File: config.mk
export PLATFORM = sky130hd
export DESIGN_NAME = conv_share_ctrl
export DESIGN_NICKNAME = d
export VERILOG_FILES = /design/src/rtl/conv_share_ctrl.sv
export SDC_FILE = /design/constraint.sdc
export NUM_CORES = 1
export LEC_CHECK = 0
export CORE_MARGIN = 4
export CORE_UTILIZATION = 25
export DETAILED_ROUTE_END_ITERATION = 10
export GPL_ROUTABILITY_DRIVEN = 0
export GPL_TIMING_DRIVEN = 0
export HOLD_SLACK_MARGIN = 0.12
export SYNTH_ARGS = -nofsm -noshare
export SYNTH_HDL_FRONTEND = slang
export SYNTH_SLANG_ARGS = --single-unit
File: constraint.sdc
create_clock -name clk -period 2.3 [get_ports clk]
set_input_delay 0.46 -clock clk [delete_from_list [all_inputs] [get_ports clk]]
set_output_delay 0.46 -clock clk [all_outputs]
set_load 0.1 [all_outputs]
File: src/rtl/conv_share_ctrl.sv
// Round-robin sequencer sharing one registered 4-bit conversion datapath between two requesters.
// Optional macro CONV_SAT_CHECK_EN adds res_ovf and saturates unrepresentable negations to -8.
module conv_share_ctrl #(
  parameter int unsigned CONV_LAT = 1
) (
  input  logic       clk,
  input  logic       rst,
  input  logic [1:0] req,
  input  logic [3:0] data0,
  input  logic [3:0] data1,
  input  logic [1:0] mode,
  output logic [1:0] ack,
  output logic [3:0] res_data,
  output logic       res_valid,
`ifdef CONV_SAT_CHECK_EN
  output logic       res_ovf,
`endif
  output logic [3:0] conv_in,
  output logic       conv_mode,
  output logic       conv_en,
  input  logic [3:0] conv_out
);

  localparam int unsigned DW = 4;
  localparam int unsigned CW = 4;

  localparam logic [1:0] IDLE  = 2'd0;
  localparam logic [1:0] ISSUE = 2'd1;
  localparam logic [1:0] WAIT  = 2'd2;
  localparam logic [1:0] DONE  = 2'd3;

  logic [1:0]    state_q, state_d;
  logic          rr_q, rr_d;
  logic          id_q, id_d;
  logic [CW-1:0] cnt_q, cnt_d;
  logic [1:0]    ack_q, ack_d;
  logic [DW-1:0] res_data_q, res_data_d;
  logic          res_valid_q, res_valid_d;
  logic [DW-1:0] conv_in_q, conv_in_d;
  logic          conv_mode_q, conv_mode_d;
  logic          conv_en_q, conv_en_d;
  logic          win;
`ifdef CONV_SAT_CHECK_EN
  logic          res_ovf_q, res_ovf_d;
`endif

  // Single requester wins outright; on contention the rr pointer decides.
  assign win = (req == 2'b11) ? rr_q : req[1];

  // Next-state and registered-output logic.
  always_comb begin
    state_d     = state_q;
    rr_d        = rr_q;
    id_d        = id_q;
    cnt_d       = cnt_q;
    ack_d       = '0;
    res_data_d  = res_data_q;
    res_valid_d = 1'b0;
    conv_in_d   = conv_in_q;
    conv_mode_d = conv_mode_q;
    conv_en_d   = 1'b0;
`ifdef CONV_SAT_CHECK_EN
    res_ovf_d   = 1'b0;
`endif
    case (state_q)
      IDLE: begin
        if (|req) begin
          id_d        = win;
          conv_in_d   = win ? data1 : data0;
          conv_mode_d = mode[win];
          conv_en_d   = 1'b1;
          if (&req) rr_d = ~rr_q;
          state_d     = ISSUE;
        end
      end
      ISSUE: begin
        cnt_d   = CW'(1);
        state_d = WAIT;
      end
      WAIT: begin
        if (cnt_q == CW'(CONV_LAT)) begin
          ack_d[id_q] = 1'b1;
          res_valid_d = 1'b1;
          res_data_d  = conv_out;
`ifdef CONV_SAT_CHECK_EN
          // -9..-15 do not fit in 4 bits; clamp to -8 and flag it.
          if (conv_mode_q && (conv_in_q > DW'(8))) begin
            res_ovf_d  = 1'b1;
            res_data_d = 4'b1000;
          end
`endif
          state_d = DONE;
        end else begin
          cnt_d = cnt_q + CW'(1);
        end
      end
      DONE: begin
        cnt_d       = '0;
        conv_in_d   = '0;
        conv_mode_d = 1'b0;
        state_d     = IDLE;
      end
      default: state_d = IDLE;
    endcase
  end

  always_ff @(posedge clk) begin
    if (rst) begin
      state_q     <= IDLE;
      rr_q        <= 1'b0;
      id_q        <= 1'b0;
      cnt_q       <= '0;
      ack_q       <= '0;
      res_data_q  <= '0;
      res_valid_q <= 1'b0;
      conv_in_q   <= '0;
      conv_mode_q <= 1'b0;
      conv_en_q   <= 1'b0;
`ifdef CONV_SAT_CHECK_EN
      res_ovf_q   <= 1'b0;
`endif
    end else begin
      state_q     <= state_d;
      rr_q        <= rr_d;
      id_q        <= id_d;
      cnt_q       <= cnt_d;
      ack_q       <= ack_d;
      res_data_q  <= res_data_d;
      res_valid_q <= res_valid_d;
      conv_in_q   <= conv_in_d;
      conv_mode_q <= conv_mode_d;
      conv_en_q   <= conv_en_d;
`ifdef CONV_SAT_CHECK_EN
      res_ovf_q   <= res_ovf_d;
`endif
    end
  end

  assign ack       = ack_q;
  assign res_data  = res_data_q;
  assign res_valid = res_valid_q;
  assign conv_in   = conv_in_q;
  assign conv_mode = conv_mode_q;
  assign conv_en   = conv_en_q;
`ifdef CONV_SAT_CHECK_EN
  assign res_ovf   = res_ovf_q;
`endif

endmodule

==> reports/qor.yml, run 1 <==
pwr:
  p_per_area_mw_per_mm2: 1080
  ir_drop_uv: 417
  power.leakage_uw: 0.000524
worst_setup_path:
  reg2reg_slack_ps: 530
  crit_slowest_cell: "clkdlybuf4s50_1"
  r2r-start: "cnt_q[1]$_SDFFE_PP0P_"
  path_cells: "clkdlybuf4s50_1"
  crit_required_ps: 1840
  cpPeakStageDelay_ps: 1140
  crit_type: "reg -> out"
  cp-end-kind: "output pin"
  cp.arrival_ps: 1760
  crit_buf_inv: 1
  cp.depth: 1
  reg2reg_depth: 7
  r2r_end: "cnt_q[2]$_SDFFE_PP0P_"
  start_kind: "register"
  cpLargestDelayFamily: "buffers and inverters"
  cp_max_fo: 2
yosys:
  synthTopCellsByArea: "dfxtp_1 (45%), ha_1 (8.1%), mux2i_1 (6.4%)"
  ys_top_cells_by_count: "dfxtp_1 (21), nor2_1 (12), nand2_1 (10)"
  yosys.cell_types.count: 25
  synth.most_common_cell: "dfxtp_1"
  ys.flop_type: "dfxtp_1"
  synth_cells: 103
  syn_area_um2: 932
  synthArstFlopShare: 0
  syn_nets: 127
  syn_avg_cell_area_um2: 9.05
  ys_seq_elements: 21
  synth_top_area_frac: 0.451
  yosysWarnings: 0
  synth_edf_count: 0
  yosysTopAreaCell: "dfxtp_1"
  ys_seq_area_frac: 0.451
clocking:
  postCtsHoldBufs: 0
  post_cts_buffers: 0
  h-tree-depth: 1
  cts_buffers: 3
  cts.repair.resized: 0
  cts_tree: "yes"
  clock_latency_ps: 260
  path_clk_slew_ps: 80
  cts_buffer_depth: 2
  cts.sinks: 21
  cts_root_buf: "clkbuf_8"
timing:
  skew_ps: 3.45
  rsz0062_at_grt: "false"
  fin_crit_ps: 2220
  slew_headroom: 0.344
  finalCritPeriodShare: 0.963
  worst_pin_slew_ps: 982
  max_freq_mhz: 451
  tns_ps: 0
  setup_viol: 0
  hold_viol: 0
  drv_slew: 0
  setup_slack_ps: 84.1
global_routing:
  grtUsageTotal: 0.0936
  grt_max_degree: 13
  grt_antenna_before_repair: 0
  grt_pass1_vias: 832
  grt_pass1_wl_mm: 3.69
  grt_overflow: 0
die:
  die_h_um: 69.1
  die_area_mm2: 0.00477
  die_x_um: 69.1
  fp-row-count: 21
  io-pin-count: 31
  core-area_mm2: 0.00347
  initial_core_util: 0.269
route:
  initialDrtViolationCount: 7
  met1_length_um: 903
  route.met2.wl_mm: 1.05
  via_per_inst: 4.40
  drt-total-wl_mm: 2.09
  wl_per_cell_um: 11.5
  maxUsedRoutingLayer: "met4"
  remaining_drc_errors: 0
  met3_length_um: 95
  num_vias: 801
  ant_nets: 0
  firstDrtPassIters: 4
worst_hold_path:
  holdPathStages: 1
  hold_class: "reg -> reg"
  min_to: "ack[0]$_SDFF_PP0_"
  min_from: "id_q$_SDFFE_PP0P_"
job:
  cap_viol_max_count: 0
placed_design:
  placed_area_mm2: 0.00128
  dp.cells: 178
  portBuffers: 29
  dp.final_hpwl_mm: 1.65
  place_ws_ps: 372
layout:
  final_core_util: 0.382
  layout.cells.non_filler: 182
  antenna_cells: 0
  fin_area_mm2: 0.00133
  area_growth_pct: 42.3
  drive_above_1_share: 0.0588
  final_nets: 161
status:
  status: "finished clean"
metal layers:
metal / vias up / track usage
li1: 419 / -
met3: 4 / 0.0262
met5: - / 0
met4: 0 / 0.0456
met2: 18 / 0.165
met1: 360 / 0.102
final cells by class:
cell class,instances,area [um2]
buffer,4,23.8
clock buffer,3,41.3
clock inverter,1,5.00
fill,367,2140
inverter,6,22.5
multi-input combinational,72,465
sequential,21,420
tap,46,57.6
timing repair buffer,29,290
state kept, by name (all words and copies together), names as in the netlist:
register,cells
cnt_q,4
ack,2
rr_q,1
conv_en,1
id_q,1
conv_in,4
res_valid,1
res_data,4
state_q,2
conv_mode,1
cell usage in the layout (no fill, tap or decap):
master           synthesis  final
clkdlybuf4s50_1          0     29
dfxtp_1                 21     21
nor2_1                  12     12
nand2_1                 10     10
a21oi_1                  9      9
inv_1                    6      6
mux2i_1                  6      6
ha_1                     6      6
nor3_1                   5      5
o2bb2ai_1                5      5
nand3_1                  3      3
clkbuf_8                 0      3
clkbuf_1                 2      2
nor3b_1                  2      2
a2bb2oi_1                2      2
nand2b_1                 2      2
o21ai_0                  2      2
buf_2                    1      1
xor2_1                   1      1
o21ai_2                  1      1
a21o_1                   1      1
and2_1                   1      1
and2_4                   1      1
buf_6                    1      1
or4b_1                   1      1
or3_1                    1      1
o31ai_1                  1      1
clkinv_2                 0      1
cell families (layout without fill, tap and decap cells):
group	Yosys count	after routing	synth area share
XOR/XNOR	1	1	0.00940
AND/OR/NAND/NOR	38	38	0.195
AO/OA/AOI/OAI	21	21	0.150
flip-flops	21	21	0.451
buffers and inverters	10	43	0.0497
adder cells (fa/ha/maj)	6	6	0.0805
multiplexers	6	6	0.0644
how the worst max path moves through the flow:
stage                     slack [ps]                    start                    end
after floorplan                  660    cnt_q[1]$_SDFFE_PP0P_  cnt_q[2]$_SDFFE_PP0P_
after global placement           380  conv_in[0]$_SDFFE_PP0P_             conv_in[0]
after detailed placement         370  conv_in[2]$_SDFFE_PP0P_             conv_in[2]
after CTS                         70  conv_in[0]$_SDFFE_PP0P_             conv_in[0]
after global routing              40  conv_in[2]$_SDFFE_PP0P_             conv_in[2]
final                             80  conv_in[0]$_SDFFE_PP0P_             conv_in[0]
metrics by stage:
| step | power (uW) | hold WS (ps) |
|---|---|---|
| after floorplan | 1030 | 417 |
| after global placement | 1190 | 440 |
| after detailed placement | 1200 | 442 |
| after CTS | 1450 | 452 |
| after global routing | 1530 | 465 |
| final | 1430 | 443 |
power breakdown:
group / switching [uW] / internal, uW
registers: 45.3 / 434
clock network: 120 / 121
logic: 493 / 217
total: 658 / 772
Power figures use the tool's default switching activity.
==> run 2: changes to the inputs <==
--- a/config.mk
+++ b/config.mk
@@ -5,6 +5,7 @@
 export SDC_FILE = /design/constraint.sdc
 export NUM_CORES = 1
 export LEC_CHECK = 0
+export CORE_ASPECT_RATIO = 1.5
 export CORE_MARGIN = 4
 export CORE_UTILIZATION = 25
 export DETAILED_ROUTE_END_ITERATION = 10
==> reports/qor.yml, run 2 (synthesized netlist as in run 1, its figures left out) <==
clocking:
  post_cts_buffers: 0
  cts_buffers: 3
  cts.sinks: 21
  cts_root_buf: "clkbuf_8"
  cts_buffer_depth: 2
  postCtsHoldBufs: 0
  cts.repair.resized: 0
  clock_latency_ps: 250
  path_clk_slew_ps: 70
  cts_tree: "yes"
  h-tree-depth: 1
worst_setup_path:
  cp.depth: 1
  cp_max_fo: 2
  crit_buf_inv: 1
  start_kind: "register"
  crit_required_ps: 1840
  cp.arrival_ps: 1740
  cpLargestDelayFamily: "buffers and inverters"
  crit_type: "reg -> out"
  cp-end-kind: "output pin"
  crit_slowest_cell: "clkdlybuf4s50_1"
  path_cells: "clkdlybuf4s50_1"
  cpPeakStageDelay_ps: 1140
  reg2reg_depth: 7
timing:
  max_freq_mhz: 455
  timing.hold.ws_ps: 458
  drv_slew: 0
  setup_viol: 0
  fin_crit_ps: 2200
  slew_headroom: 0.346
  skew_ps: 2.14
  tns_ps: 0
  rsz0062_at_grt: "false"
  finalCritPeriodShare: 0.955
  worst_pin_slew_ps: 978
  hold_viol: 0
placed_design:
  dp.final_hpwl_mm: 1.74
  placed_area_mm2: 0.00127
  portBuffers: 29
layout:
  fill_cells: 369
  multiInputGateArea_um2: 465
  fin_area_mm2: 0.00132
  drive_above_1_share: 0.0515
  final_nets: 161
  layout_common_cells: "clkdlybuf4s50_1 (29), dfxtp_1 (21), nor2_1 (12)"
  register_area_um2: 420
  final_common_cell: "clkdlybuf4s50_1"
  area_growth_pct: 41.6
  antenna_cells: 0
route:
  drt-total-wl_mm: 2.14
  ant_nets: 0
  remaining_drc_errors: 0
  firstDrtPassIters: 3
  via_per_inst: 4.61
  initialDrtViolationCount: 18
  wl_per_cell_um: 12.0
  num_vias: 821
global_routing:
  grt_overflow: 0
  grtUsageTotal: 0.0975
  grt_pass1_vias: 850
  grt_antenna_before_repair: 0
  grt_max_degree: 12
  grt_pass1_wl_mm: 3.59
pwr:
  swShare: 0.456
  power.leakage_uw: 0.000521
  ir_drop_uv: 582
  combPwrFrac: 0.500
  clock_power_share: 0.162
  p_per_area_mw_per_mm2: 1080
  p_switching_uw: 651
  pwr-share-seq: 0.338
  p_int_uw: 776
status:
  status: "finished clean"
die:
  die_x_um: 57.9
  die_h_um: 82.8
  fp-row-count: 26
  die_area_mm2: 0.00479
  core-area_mm2: 0.00351
  io-pin-count: 31
  initial_core_util: 0.265
job:
  cap_viol_max_count: 0
worst_hold_path:
  hold_class: "reg -> reg"
  holdPathStages: 2
run 2: final timing paths:
path | start | endpoint | slack, ps
setup / recovery | conv_in[2]$_SDFFE_PP0P_ | conv_in[2] | 100
hold / removal | res_data[2]$_SDFFE_PP0P_ | res_data[2]$_SDFFE_PP0P_ | 460
setup reg to reg | cnt_q[1]$_SDFFE_PP0P_ | cnt_q[2]$_SDFFE_PP0P_ | 520
hold reg to reg | res_data[2]$_SDFFE_PP0P_ | res_data[2]$_SDFFE_PP0P_ | 460
run 2: per-layer routing:
metal  GRT usage  up-vias  routed length (um)
met3      0.0248        4                 136
met2       0.175       25                1080
met1       0.105      372                 885
met5           0        -                   0
met4      0.0487        0                  38
li1            -      420                   -
run 2: stage by stage:
step	setup WS [ps]	std cells	total power, uW	util
final	103	178	1430	0.376
after global routing	60.1	178	1510	0.376
after CTS	91.2	178	1440	0.376
after detailed placement	380	174	1210	0.363
after global placement	386	174	1190	0.363
after floorplan	659	103	1030	-
run 2: area by class of cell:
cell class	count	area share
multi-input cells	72	0.353
flip-flops and latches	21	0.318
repair buffers	29	0.220
well taps	42	0.0398
clock buffers	4	0.0341
plain buffers	4	0.0180
inverters	6	0.0171
run 2: power by group through the flow:
stage	Clock, uW	Sequential (uW)	Combinational (uW)
finish	232	482	713
global placement	0	486	705
CTS	242	482	719
global route	255	491	764
detailed placement	0	488	718
floorplan	0	787	243
==> run 3: changes to the inputs <==
--- a/config.mk
+++ b/config.mk
@@ -5,7 +5,6 @@
 export SDC_FILE = /design/constraint.sdc
 export NUM_CORES = 1
 export LEC_CHECK = 0
-export CORE_ASPECT_RATIO = 1.5
 export CORE_MARGIN = 4
 export CORE_UTILIZATION = 25
 export DETAILED_ROUTE_END_ITERATION = 10
==> results of run 3 <==
No change in the layout: final DEF, timing and power equal those of run 1.
